**src/rtl/iir_biquad_cascade_if.sv**
```systemverilog
// Sample-stream handshake bundle for iir_biquad_cascade: input samples in,
// filtered samples out. The filter connects through the slave modport,
// the sample source/sink through the master modport.
interface iir_biquad_cascade_if #(
  parameter int DATA_W = 16
);
  logic              in_valid_i;
  logic              in_ready_o;
  logic [DATA_W-1:0] in_data_i;
  logic              out_valid_o;
  logic              out_ready_i;
  logic [DATA_W-1:0] out_data_o;

  modport master (
    output in_valid_i, in_data_i, out_ready_i,
    input  in_ready_o, out_valid_o, out_data_o
  );

  modport slave (
    input  in_valid_i, in_data_i, out_ready_i,
    output in_ready_o, out_valid_o, out_data_o
  );
endinterface

```
**src/rtl/iir_biquad_cascade.sv**
```systemverilog
// Cascade of NUM_SECTIONS Direct Form I biquads sharing one multiply-accumulate
// engine. Each section takes 5 MAC cycles plus one write-back cycle.
// Optional feature macro: IIR_SAT_EN -- when defined, every narrowing to
// DATA_W saturates; otherwise it wraps (keeps the low DATA_W bits).
module iir_biquad_cascade #(
  parameter int DATA_W       = 16,
  parameter int COEF_W       = 32,
  parameter int COEF_FRAC    = 16,
  parameter int NUM_SECTIONS = 2,
  localparam int NCOEF  = 5 * NUM_SECTIONS,
  localparam int ADDR_W = $clog2(NCOEF)
) (
  input  logic              clk_i,
  input  logic              reset_i,
  input  logic              clear_i,
  iir_biquad_cascade_if.slave s_if,
  input  logic              coef_we_i,
  input  logic [ADDR_W-1:0] coef_addr_i,
  input  logic [COEF_W-1:0] coef_data_i,
  output logic              coef_err_o,
  output logic              busy_o
);

  localparam int PROD_W = DATA_W + COEF_W;
  localparam int ACC_W  = PROD_W + 3;
  localparam int SEC_W  = (NUM_SECTIONS > 1) ? $clog2(NUM_SECTIONS) : 1;

  typedef enum logic [1:0] {S_IDLE, S_MAC, S_WB, S_OUT} state_t;

  state_t                   state_q, state_d;
  logic [SEC_W-1:0]         sec_q;
  logic [2:0]               tap_q;
  logic signed [DATA_W-1:0] x_q;       // input of the section being computed
  logic signed [ACC_W-1:0]  acc_q;
  logic [DATA_W-1:0]        out_data_q;
  logic                     coef_err_q;

  logic signed [DATA_W-1:0] x1_q [NUM_SECTIONS];
  logic signed [DATA_W-1:0] x2_q [NUM_SECTIONS];
  logic signed [DATA_W-1:0] y1_q [NUM_SECTIONS];
  logic signed [DATA_W-1:0] y2_q [NUM_SECTIONS];
  logic signed [COEF_W-1:0] coef_q [NCOEF];

  logic                     last_sec;
  logic                     coef_ok;
  logic [ADDR_W-1:0]        coef_idx;
  logic signed [DATA_W-1:0] mac_x;
  logic signed [COEF_W-1:0] mac_c;
  logic signed [PROD_W-1:0] prod;
  logic signed [ACC_W-1:0]  prod_ext;
  logic signed [ACC_W-1:0]  acc_d;
  logic signed [ACC_W-1:0]  shifted;
  logic signed [DATA_W-1:0] y_nar;

  // Notch defaults: b0=1.0, b1=-1.902, b2=1.0, a1=-1.883, a2=0.9801 (Q16.16)
  function automatic logic [COEF_W-1:0] default_coef(input int idx);
    logic [COEF_W-1:0] c;
    case (idx % 5)
      0, 2:    c = COEF_W'(32'sh0001_0000);
      1:       c = COEF_W'(32'shFFFE_1917);
      3:       c = COEF_W'(32'shFFFE_1DF4);
      default: c = COEF_W'(32'sh0000_FAE7);
    endcase
    return c;
  endfunction

  assign last_sec   = (sec_q == SEC_W'(NUM_SECTIONS - 1));
  assign coef_ok    = coef_we_i && (state_q == S_IDLE) && !s_if.in_valid_i &&
                      (coef_addr_i < ADDR_W'(NCOEF));
  assign coef_idx   = ADDR_W'(32'(sec_q) * 32'd5 + 32'(tap_q));

  assign s_if.in_ready_o  = (state_q == S_IDLE);
  assign s_if.out_valid_o = (state_q == S_OUT);
  assign s_if.out_data_o  = out_data_q;
  assign busy_o           = (state_q != S_IDLE);
  assign coef_err_o       = coef_err_q;

  // Operand select for the current tap; feedback taps are subtracted.
  always_comb begin
    mac_x = x_q;
    unique case (tap_q)
      3'd1:    mac_x = x1_q[sec_q];
      3'd2:    mac_x = x2_q[sec_q];
      3'd3:    mac_x = y1_q[sec_q];
      3'd4:    mac_x = y2_q[sec_q];
      default: mac_x = x_q;
    endcase
    mac_c    = coef_q[coef_idx];
    prod     = PROD_W'(mac_x) * PROD_W'(mac_c);
    prod_ext = ACC_W'(prod);
    acc_d    = (tap_q < 3'd3) ? (acc_q + prod_ext) : (acc_q - prod_ext);
  end

  assign shifted = acc_q >>> COEF_FRAC;

`ifdef IIR_SAT_EN
  // Clamp the shifted accumulator into the signed DATA_W range.
  always_comb begin
    y_nar = shifted[DATA_W-1:0];
    if (!(&shifted[ACC_W-1:DATA_W-1]) && (|shifted[ACC_W-1:DATA_W-1])) begin
      y_nar = shifted[ACC_W-1] ? {1'b1, {(DATA_W-1){1'b0}}}
                               : {1'b0, {(DATA_W-1){1'b1}}};
    end
  end
`else
  logic unused_shift_bits;
  assign unused_shift_bits = ^shifted[ACC_W-1:DATA_W];
  assign y_nar = shifted[DATA_W-1:0];
`endif

  // FSM state register.
  always_ff @(posedge clk_i) begin
    if (!reset_i) state_q <= S_IDLE;
    else          state_q <= state_d;
  end

  // FSM next state: accept, 5 taps, write-back per section, then hold output.
  always_comb begin
    state_d = state_q;
    unique case (state_q)
      S_IDLE:  if (s_if.in_valid_i) state_d = S_MAC;
      S_MAC:   if (tap_q == 3'd4) state_d = S_WB;
      S_WB:    state_d = last_sec ? S_OUT : S_MAC;
      S_OUT:   if (s_if.out_ready_i) state_d = S_IDLE;
      default: state_d = S_IDLE;
    endcase
  end

  // Coefficient store: writes only in IDLE without a colliding sample.
  always_ff @(posedge clk_i) begin
    if (!reset_i) begin
      coef_err_q <= 1'b0;
      for (int i = 0; i < NCOEF; i++) coef_q[i] <= default_coef(i);
    end else begin
      coef_err_q <= coef_we_i && !coef_ok;
      if (coef_ok) coef_q[coef_addr_i] <= coef_data_i;
    end
  end

  // Datapath: sample capture, accumulation, write-back and section history.
  always_ff @(posedge clk_i) begin
    if (!reset_i) begin
      sec_q      <= '0;
      tap_q      <= '0;
      x_q        <= '0;
      acc_q      <= '0;
      out_data_q <= '0;
      for (int s = 0; s < NUM_SECTIONS; s++) begin
        x1_q[s] <= '0;
        x2_q[s] <= '0;
        y1_q[s] <= '0;
        y2_q[s] <= '0;
      end
    end else begin
      unique case (state_q)
        S_IDLE: begin
          if (clear_i) begin
            for (int s = 0; s < NUM_SECTIONS; s++) begin
              x1_q[s] <= '0;
              x2_q[s] <= '0;
              y1_q[s] <= '0;
              y2_q[s] <= '0;
            end
          end
          if (s_if.in_valid_i) begin
            x_q   <= s_if.in_data_i;
            acc_q <= '0;
            sec_q <= '0;
            tap_q <= '0;
          end
        end
        S_MAC: begin
          acc_q <= acc_d;
          tap_q <= tap_q + 3'd1;
        end
        S_WB: begin
          x2_q[sec_q] <= x1_q[sec_q];
          x1_q[sec_q] <= x_q;
          y2_q[sec_q] <= y1_q[sec_q];
          y1_q[sec_q] <= y_nar;
          x_q         <= y_nar;
          acc_q       <= '0;
          tap_q       <= '0;
          if (last_sec) out_data_q <= y_nar;
          else          sec_q      <= sec_q + SEC_W'(1);
        end
        default: ;
      endcase
    end
  end

endmodule

```
**src/flat_wrapper.sv**
```systemverilog
// flat-port wrapper written by rule: the top's interface ports become plain ports
module iir_biquad_cascade_flat 
#(
  parameter int DATA_W       = 16,
  parameter int COEF_W       = 32,
  parameter int COEF_FRAC    = 16,
  parameter int NUM_SECTIONS = 2,
  localparam int NCOEF  = 5 * NUM_SECTIONS,
  localparam int ADDR_W = $clog2(NCOEF)
)
  (clk_i, reset_i, clear_i, coef_we_i, coef_addr_i, coef_data_i, coef_err_o, busy_o, s_if_in_valid_i, s_if_in_data_i, s_if_out_ready_i, s_if_in_ready_o, s_if_out_valid_o, s_if_out_data_o);
  iir_biquad_cascade_if #(.DATA_W(DATA_W)) s_if_i ();
  input  logic clk_i;
  input  logic reset_i;
  input  logic clear_i;
  input  logic coef_we_i;
  input  logic [ADDR_W-1:0] coef_addr_i;
  input  logic [COEF_W-1:0] coef_data_i;
  output logic coef_err_o;
  output logic busy_o;
  input wire logic [$bits(s_if_i.in_valid_i)-1:0] s_if_in_valid_i;
  input wire logic [$bits(s_if_i.in_data_i)-1:0] s_if_in_data_i;
  input wire logic [$bits(s_if_i.out_ready_i)-1:0] s_if_out_ready_i;
  output wire logic [$bits(s_if_i.in_ready_o)-1:0] s_if_in_ready_o;
  output wire logic [$bits(s_if_i.out_valid_o)-1:0] s_if_out_valid_o;
  output wire logic [$bits(s_if_i.out_data_o)-1:0] s_if_out_data_o;
  assign s_if_i.in_valid_i = s_if_in_valid_i;
  assign s_if_i.in_data_i = s_if_in_data_i;
  assign s_if_i.out_ready_i = s_if_out_ready_i;
  assign s_if_in_ready_o = s_if_i.in_ready_o;
  assign s_if_out_valid_o = s_if_i.out_valid_o;
  assign s_if_out_data_o = s_if_i.out_data_o;
  iir_biquad_cascade #(.DATA_W(DATA_W), .COEF_W(COEF_W), .COEF_FRAC(COEF_FRAC), .NUM_SECTIONS(NUM_SECTIONS)) u_core (.clk_i(clk_i), .reset_i(reset_i), .clear_i(clear_i), .s_if(s_if_i), .coef_we_i(coef_we_i), .coef_addr_i(coef_addr_i), .coef_data_i(coef_data_i), .coef_err_o(coef_err_o), .busy_o(busy_o));
endmodule
```
**config.mk**
```make
export PLATFORM = sky130hd
export DESIGN_NAME = iir_biquad_cascade_flat
export DESIGN_NICKNAME = d
export VERILOG_FILES = /design/src/rtl/iir_biquad_cascade_if.sv /design/src/rtl/iir_biquad_cascade.sv /design/src/flat_wrapper.sv
export SDC_FILE = /design/constraint.sdc
export NUM_CORES = 2
export LEC_CHECK = 0
export ABC_AREA = 1
export BUFFER_PORTS_ARGS = -buffer_cell sky130_fd_sc_hd__clkbuf_2
export CAP_MARGIN = 20
export CORE_ASPECT_RATIO = 2
export CORE_UTILIZATION = 37
export CTS_CLUSTER_DIAMETER = 200
export DETAILED_ROUTE_END_ITERATION = 16
export PLACE_DENSITY = 0.64
export SLEW_MARGIN = 20
export SYNTH_ARGS = -nofsm -noshare
export SYNTH_HDL_FRONTEND = slang
export SYNTH_SLANG_ARGS = --single-unit
```
**constraint.sdc**
```tcl
create_clock -name clk_i -period 19.85 [get_ports clk_i]
set_clock_uncertainty 0.2 [all_clocks]
set_input_delay 1.985 -clock clk_i [delete_from_list [all_inputs] [get_ports clk_i]]
set_output_delay 1.985 -clock clk_i [all_outputs]
set_load 0.005 [all_outputs]
```
Yosys cells after proc, flatten, opt, wreduce, memory -nomap -nowiden
Memory sizes are Yosys's and may differ from the RTL's. A register that Yosys moved wholly into a read port is not among the register bits.
Cells that the tools add are included.

word-level totals
  bits in registers = 90
  RAM bits = 448
  output and inout bits = 20
  word-level logic and storage cells = 120
  memories kept = 5

memory list
  memory         depth  bits a word  read ports  clocked after memory_dff  write ports  line                      text
  u_core.coef_q  10     32           1           0                         10           iir_biquad_cascade.sv:42  logic signed [COEF_W-1:0] coef_q [NCOEF];
  u_core.x1_q    2      16           1           1                         2            iir_biquad_cascade.sv:38  logic signed [DATA_W-1:0] x1_q [NUM_SECTIONS];
  u_core.x2_q    2      16           1           1                         2            iir_biquad_cascade.sv:39  logic signed [DATA_W-1:0] x2_q [NUM_SECTIONS];
  u_core.y1_q    2      16           1           1                         2            iir_biquad_cascade.sv:40  logic signed [DATA_W-1:0] y1_q [NUM_SECTIONS];
  u_core.y2_q    2      16           1           1                         2            iir_biquad_cascade.sv:41  logic signed [DATA_W-1:0] y2_q [NUM_SECTIONS];

cells by class
  $add $sub $neg = 5
  multiply operators = 2
  magnitude comparators = 2
  equality and inequality tests = 10
  multiplexer cells = 62
  bitwise gates (word level) = 8
  reduce and logical (&&, ||, !) cells = 19

operators by type and width
  kind                   number
  $mux W16               13
  $mux W32               5
  $pmux W51 S3           1
  $mux W51               2
  $pmux W16 S4           1
  $reduce_or A16 Y1      4
  $add A51 B48 Y51       1
  $sub A51 B48 Y51       1
  $mul A16 B32 Y48       1
  $pmux W16 S2           1
  $reduce_or A32 Y1      1
  $mux W1                30
  $pmux W3 S3            1
  $mux W2                4
  $or A1 B1 Y1           8
  $pmux W2 S4            1
  $eq A3 B2 Y1 const B   2
  $reduce_and A2 Y1      3
  $add A4 B3 Y4          1
  $eq A2 B2 Y1 const B   2
  $logic_and A1 B1 Y1    4
  $lt A4 B4 Y1 const B   1
  $mul A1 B3 Y4 const B  1
  $mux W4                1
  15 further kinds       18

Depth between registers and ports, before layout
  depth after elaboration = 9
  mapped depth = 59
  depth with buffers taken out = 57

Least setup slack after synthesis
No wires, ideal clock.

  kind = flip-flop to flip-flop
  start point = reg u_core.sec_q, in the netlist u_core.last_sec
  end point = reg u_core.acc_q[31]
  library setup time = 0.131 ns
  arrival = 9.361 ns
  data required time = 19.519 ns
  path slack = 10.158 ns
  stages on the path, launching flop included = 52
  period minus slack after synthesis = 9.692 ns
  cell sequence = dfxtp_1 > ha_1 > ha_1 > buf_4 > inv_4 > buf_2 > buf_4 > clkbuf_1 > clkbuf_1 > nand3_1 > a311o_1 > nand2_1 > inv_1 > nand2_1 > fa_1 > fa_1 > inv_1 > fa_1 > [16 not listed] > nand4_1 > xor2_1 > nand2_1 > nand2_1 > ha_1 > nand2_1 > nor2_1 > inv_1 > nor2_1 > inv_1 > o221ai_1 > a31oi_1 > inv_1 > nand3_1 > nand2_1 > nand2_1 > nand3_2 > a21oi_2

on the way
  word-level cells in the longest chain between the ends = 7
  elaborated cells between the ends (all ways) = 8
  classes of those cells = add/sub: 3; mul: 2; mux: 2; memory: 1

ends and longest elaborated chain
  item                                                  line                       text
  start: declaration                                    iir_biquad_cascade.sv:31   logic [SEC_W-1:0] sec_q;
  start signal: assignment                              iir_biquad_cascade.sv:185  else sec_q <= sec_q + SEC_W'(1);
  $mul A1 B3 Y4 *                                       iir_biquad_cascade.sv:70   assign coef_idx = ADDR_W'(32'(sec_q) * 32'd5 + 32'(tap_q));
  $add A4 B3 Y4 *                                       iir_biquad_cascade.sv:70
  $mem_v2 Z10 W32 *                                     n/a
  $mul A16 B32 Y48 *                                    iir_biquad_cascade.sv:89   prod = PROD_W'(mac_x) * PROD_W'(mac_c);
  $sub A51 B48 Y51 or $add A51 B48 Y51 (tied branches)  iir_biquad_cascade.sv:91   acc_d = (tap_q < 3'd3) ? (acc_q + prod_ext) : (acc_q - prod_ext);
  $mux W51 *                                            iir_biquad_cascade.sv:91
  $pmux W51 S3 *                                        iir_biquad_cascade.sv:155  unique case (state_q)
  end signal: assignment                                iir_biquad_cascade.sv:146  acc_q <= '0;
  end signal: assignment                                iir_biquad_cascade.sv:167  acc_q <= '0;
  end signal: assignment                                iir_biquad_cascade.sv:173  acc_q <= acc_d;
  end: declaration                                      iir_biquad_cascade.sv:34   logic signed [ACC_W-1:0] acc_q;

Mark *: on every way between the ends. The rest lies on a longest branch, timed or not.
A chain may end at the register's enable or synchronous reset.

Final worst setup path
Ends and elaborated chain as after synthesis.

==> flow_summary.json <==
{
  "drc_errors": 0,
  "synth_ff_type": "edfxtp_1",
  "gp_congestion": 0.956,
  "grtUsageTotal": 0.217,
  "cts_made_buffers": 61,
  "synth_edf_count": 640,
  "clk_pin_slew_worst_paths_ps": 70,
  "critPathKind": "flip-flop to flip-flop",
  "wl_per_cell_um": 19.8,
  "fin_crit_ps": 12450,
  "cts_resized": 0,
  "row_count": 181,
  "crit_top_cell": "inv_1",
  "drive_above_1_share": 0.0655,
  "timing.fmax_mhz": 80.3,
  "antenna_found_initial": 2,
  "postCtsSetupBuffers": 0,
  "start_util": 0.373,
  "htreeDepth": 2,
  "drt_iter0_drc": 2033,
  "insertion_delay_ps": 720,
  "dr.pass1.iters": 6,
  "outcome": "finished clean",
  "num_vias": 34700,
  "synth_cell_types": 61,
  "synth_area_mm2": 0.0453,
  "maxCapViolCount": 0,
  "grt_pass1_wl_um": 205000,
  "rsz0062_at_grt": "no",
  "grt_max_degree": 118,
  "slew_headroom": 0.165,
  "nets": 5679,
  "slew_viol_final": 0,
  "hold_violations": 0,
  "fin_tns_setup_ps": 0,
  "ioPinCount": 78,
  "crit_family": "adder cells",
  "antenna_left": 0,
  "drt-vias-per-instance": 5.12,
  "routed_wl_um": 135000,
  "ys_ff_latch": 712,
  "crit_required_ps": 20270,
  "synth_area_per_cell_um2": 9.03,
  "synthCells": 5021,
  "grt_pass1_vias": 36100,
  "cts-root-buf": "clkbuf_16",
  "syn2layout_area_growth_pct": 10.3,
  "cts_sinks": 712,
  "die_area_mm2": 0.124,
  "hold_buffers": 0,
  "port_buffers": 77,
  "crit_path_top_delay_cell": "buf_4",
  "tightestPinTransition_ps": 1250,
  "cts_tree": "yes",
  "crit_path_max_fanout": 92,
  "hp-class": "flip-flop to flip-flop",
  "cpPeakStageDelay_ps": 760,
  "hpwl_um": 96100,
  "min_period_over_period": 0.627,
  "setup_violations": 0,
  "ys_seq_area_frac": 0.456,
  "critical_path_arrival_ps": 12870,
  "die_h_um": 497,
  "grt_overflow": 0,
  "die_w_um": 250,
  "start_kind": "flip-flop",
  "crit_buf_inv": 10,
  "max-clock-path-buffers": 3,
  "critPathCaptureType": "flip-flop",
  "coreArea_mm2": 0.122,
  "synthArstFlopShare": 0,
  "synth_warnings": 0
}
## metrics by stage
step	hold WS, ps	cell area, um2	std cells	util	setup slack (ps)
finish	269	50000	6791	0.411	7400
global route	283	50000	6791	0.411	6680
CTS	269	50000	6789	0.411	7650
detailed placement	259	47800	6675	0.393	7680
global placement	249	47800	6675	0.393	7740
floorplan	241	46000	5212	-	10160
## synthesized netlist by cell type (15+ instances only)
library cell,number,area share
a311o_1,24,0.0053
clkbuf_1,132,0.011
a221oi_1,38,0.0073
nor3_1,15,0.0017
ha_1,132,0.036
buf_1,17,0.0014
o21ai_1,21,0.0023
a21oi_1,226,0.025
o211ai_1,19,0.0031
nand3_1,259,0.029
o21ai_0,149,0.016
dfxtp_1,72,0.032
nand2_1,1214,0.10
nor2_1,698,0.058
edfxtp_1,640,0.42
buf_4,18,0.0030
a31o_2,16,0.0031
xor2_1,35,0.0068
xnor2_1,16,0.0031
buf_2,44,0.0049
buf_6,18,0.0045
inv_1,751,0.062
or2_2,15,0.0021
fa_1,305,0.13
a31oi_1,20,0.0028
## layer usage
layer | GRT usage | vias to the layer above | part of all wire
met3 | 0.0268 | 457 | 0.051
met1 | 0.214 | 16900 | 0.33
met5 | 0 | - | 0.00017
met2 | 0.418 | 1229 | 0.54
li1 | - | 16200 | -
met4 | 0.145 | 4 | 0.072
## cell type report
| cell class | instances | area, um2 |
|---|---|---|
| sequential | 712 | 20700 |
| fill | 12000 | 71600 |
| antenna | 1 | 2.50 |
| clock buffer | 73 | 1610 |
| multi-input combinational | 3497 | 21500 |
| timing repair buffer | 138 | 856 |
| inverter | 774 | 2920 |
| tap | 1555 | 1950 |
| clock inverter | 41 | 549 |
## logic make-up (layout without fill, tap and decap cells)
| group | count (synthesis) | in the layout | share of synthesized area |
|---|---|---|---|
| buffers and inverters | 1003 | 1026 | 0.0888 |
| and+or+nand+nor | 2267 | 2267 | 0.202 |
| xor gates and xnor gates | 53 | 53 | 0.0106 |
| AOI/OAI and AO/OA | 547 | 547 | 0.0718 |
| DFF | 712 | 712 | 0.456 |
| other | 1 | 193 | 0.0000827 |
| muxes | 1 | 1 | 0.000221 |
| adders and majority gates | 437 | 437 | 0.171 |
## flip-flops by register name, indices dropped and copies added (netlist names), named ones only
register	cells
u_core.acc_q	32
u_core.coef_q	512
u_core.y2_q	32
u_core.x_q	16
u_core.s_if.out_data_o	16
u_core.state_q	2
u_core.last_sec	1
u_core.coef_err_o	1
u_core.y1_q	32
u_core.x1_q	32
u_core.tap_q	3
u_core.x2_q	32
## worst min-delay path, cell delays in order, from the launching register on
cell,delay (ps)
dfxtp_1,310
nand2_1,60
a21oi_1,50
## path summary, 6_finish.rpt
kind / start / end / slack (ps) / cells after the start
setup / recovery: u_core.last_sec$_SDFFE_PN0P_ / u_core.acc_q[31]$_SDFFE_PN0P_ / 7400 / 47
hold / removal: u_core.acc_q[0]$_SDFFE_PN0P_ / u_core.acc_q[0]$_SDFFE_PN0P_ / 270 / 2
setup reg to reg: u_core.last_sec$_SDFFE_PN0P_ / u_core.acc_q[31]$_SDFFE_PN0P_ / 7400 / 47
hold reg to reg: u_core.acc_q[0]$_SDFFE_PN0P_ / u_core.acc_q[0]$_SDFFE_PN0P_ / 270 / 2
## layout by cell type (no fill, tap or decap), types with 62 or more instances in the layout
cell type and count:
a21oi_1 226, clkbuf_2 77, nor2_1 691, o21ai_0 149
conb_1 192, ha_1 130, nand2_1 1204, clkbuf_16 62
dfxtp_1 71, nand3_1 258, edfxtp_1 640, fa_1 305
inv_1 751
Power is left out: the tool's default activity adds up to more than one toggle a clock period on the data nets, which glitch-free logic cannot reach.
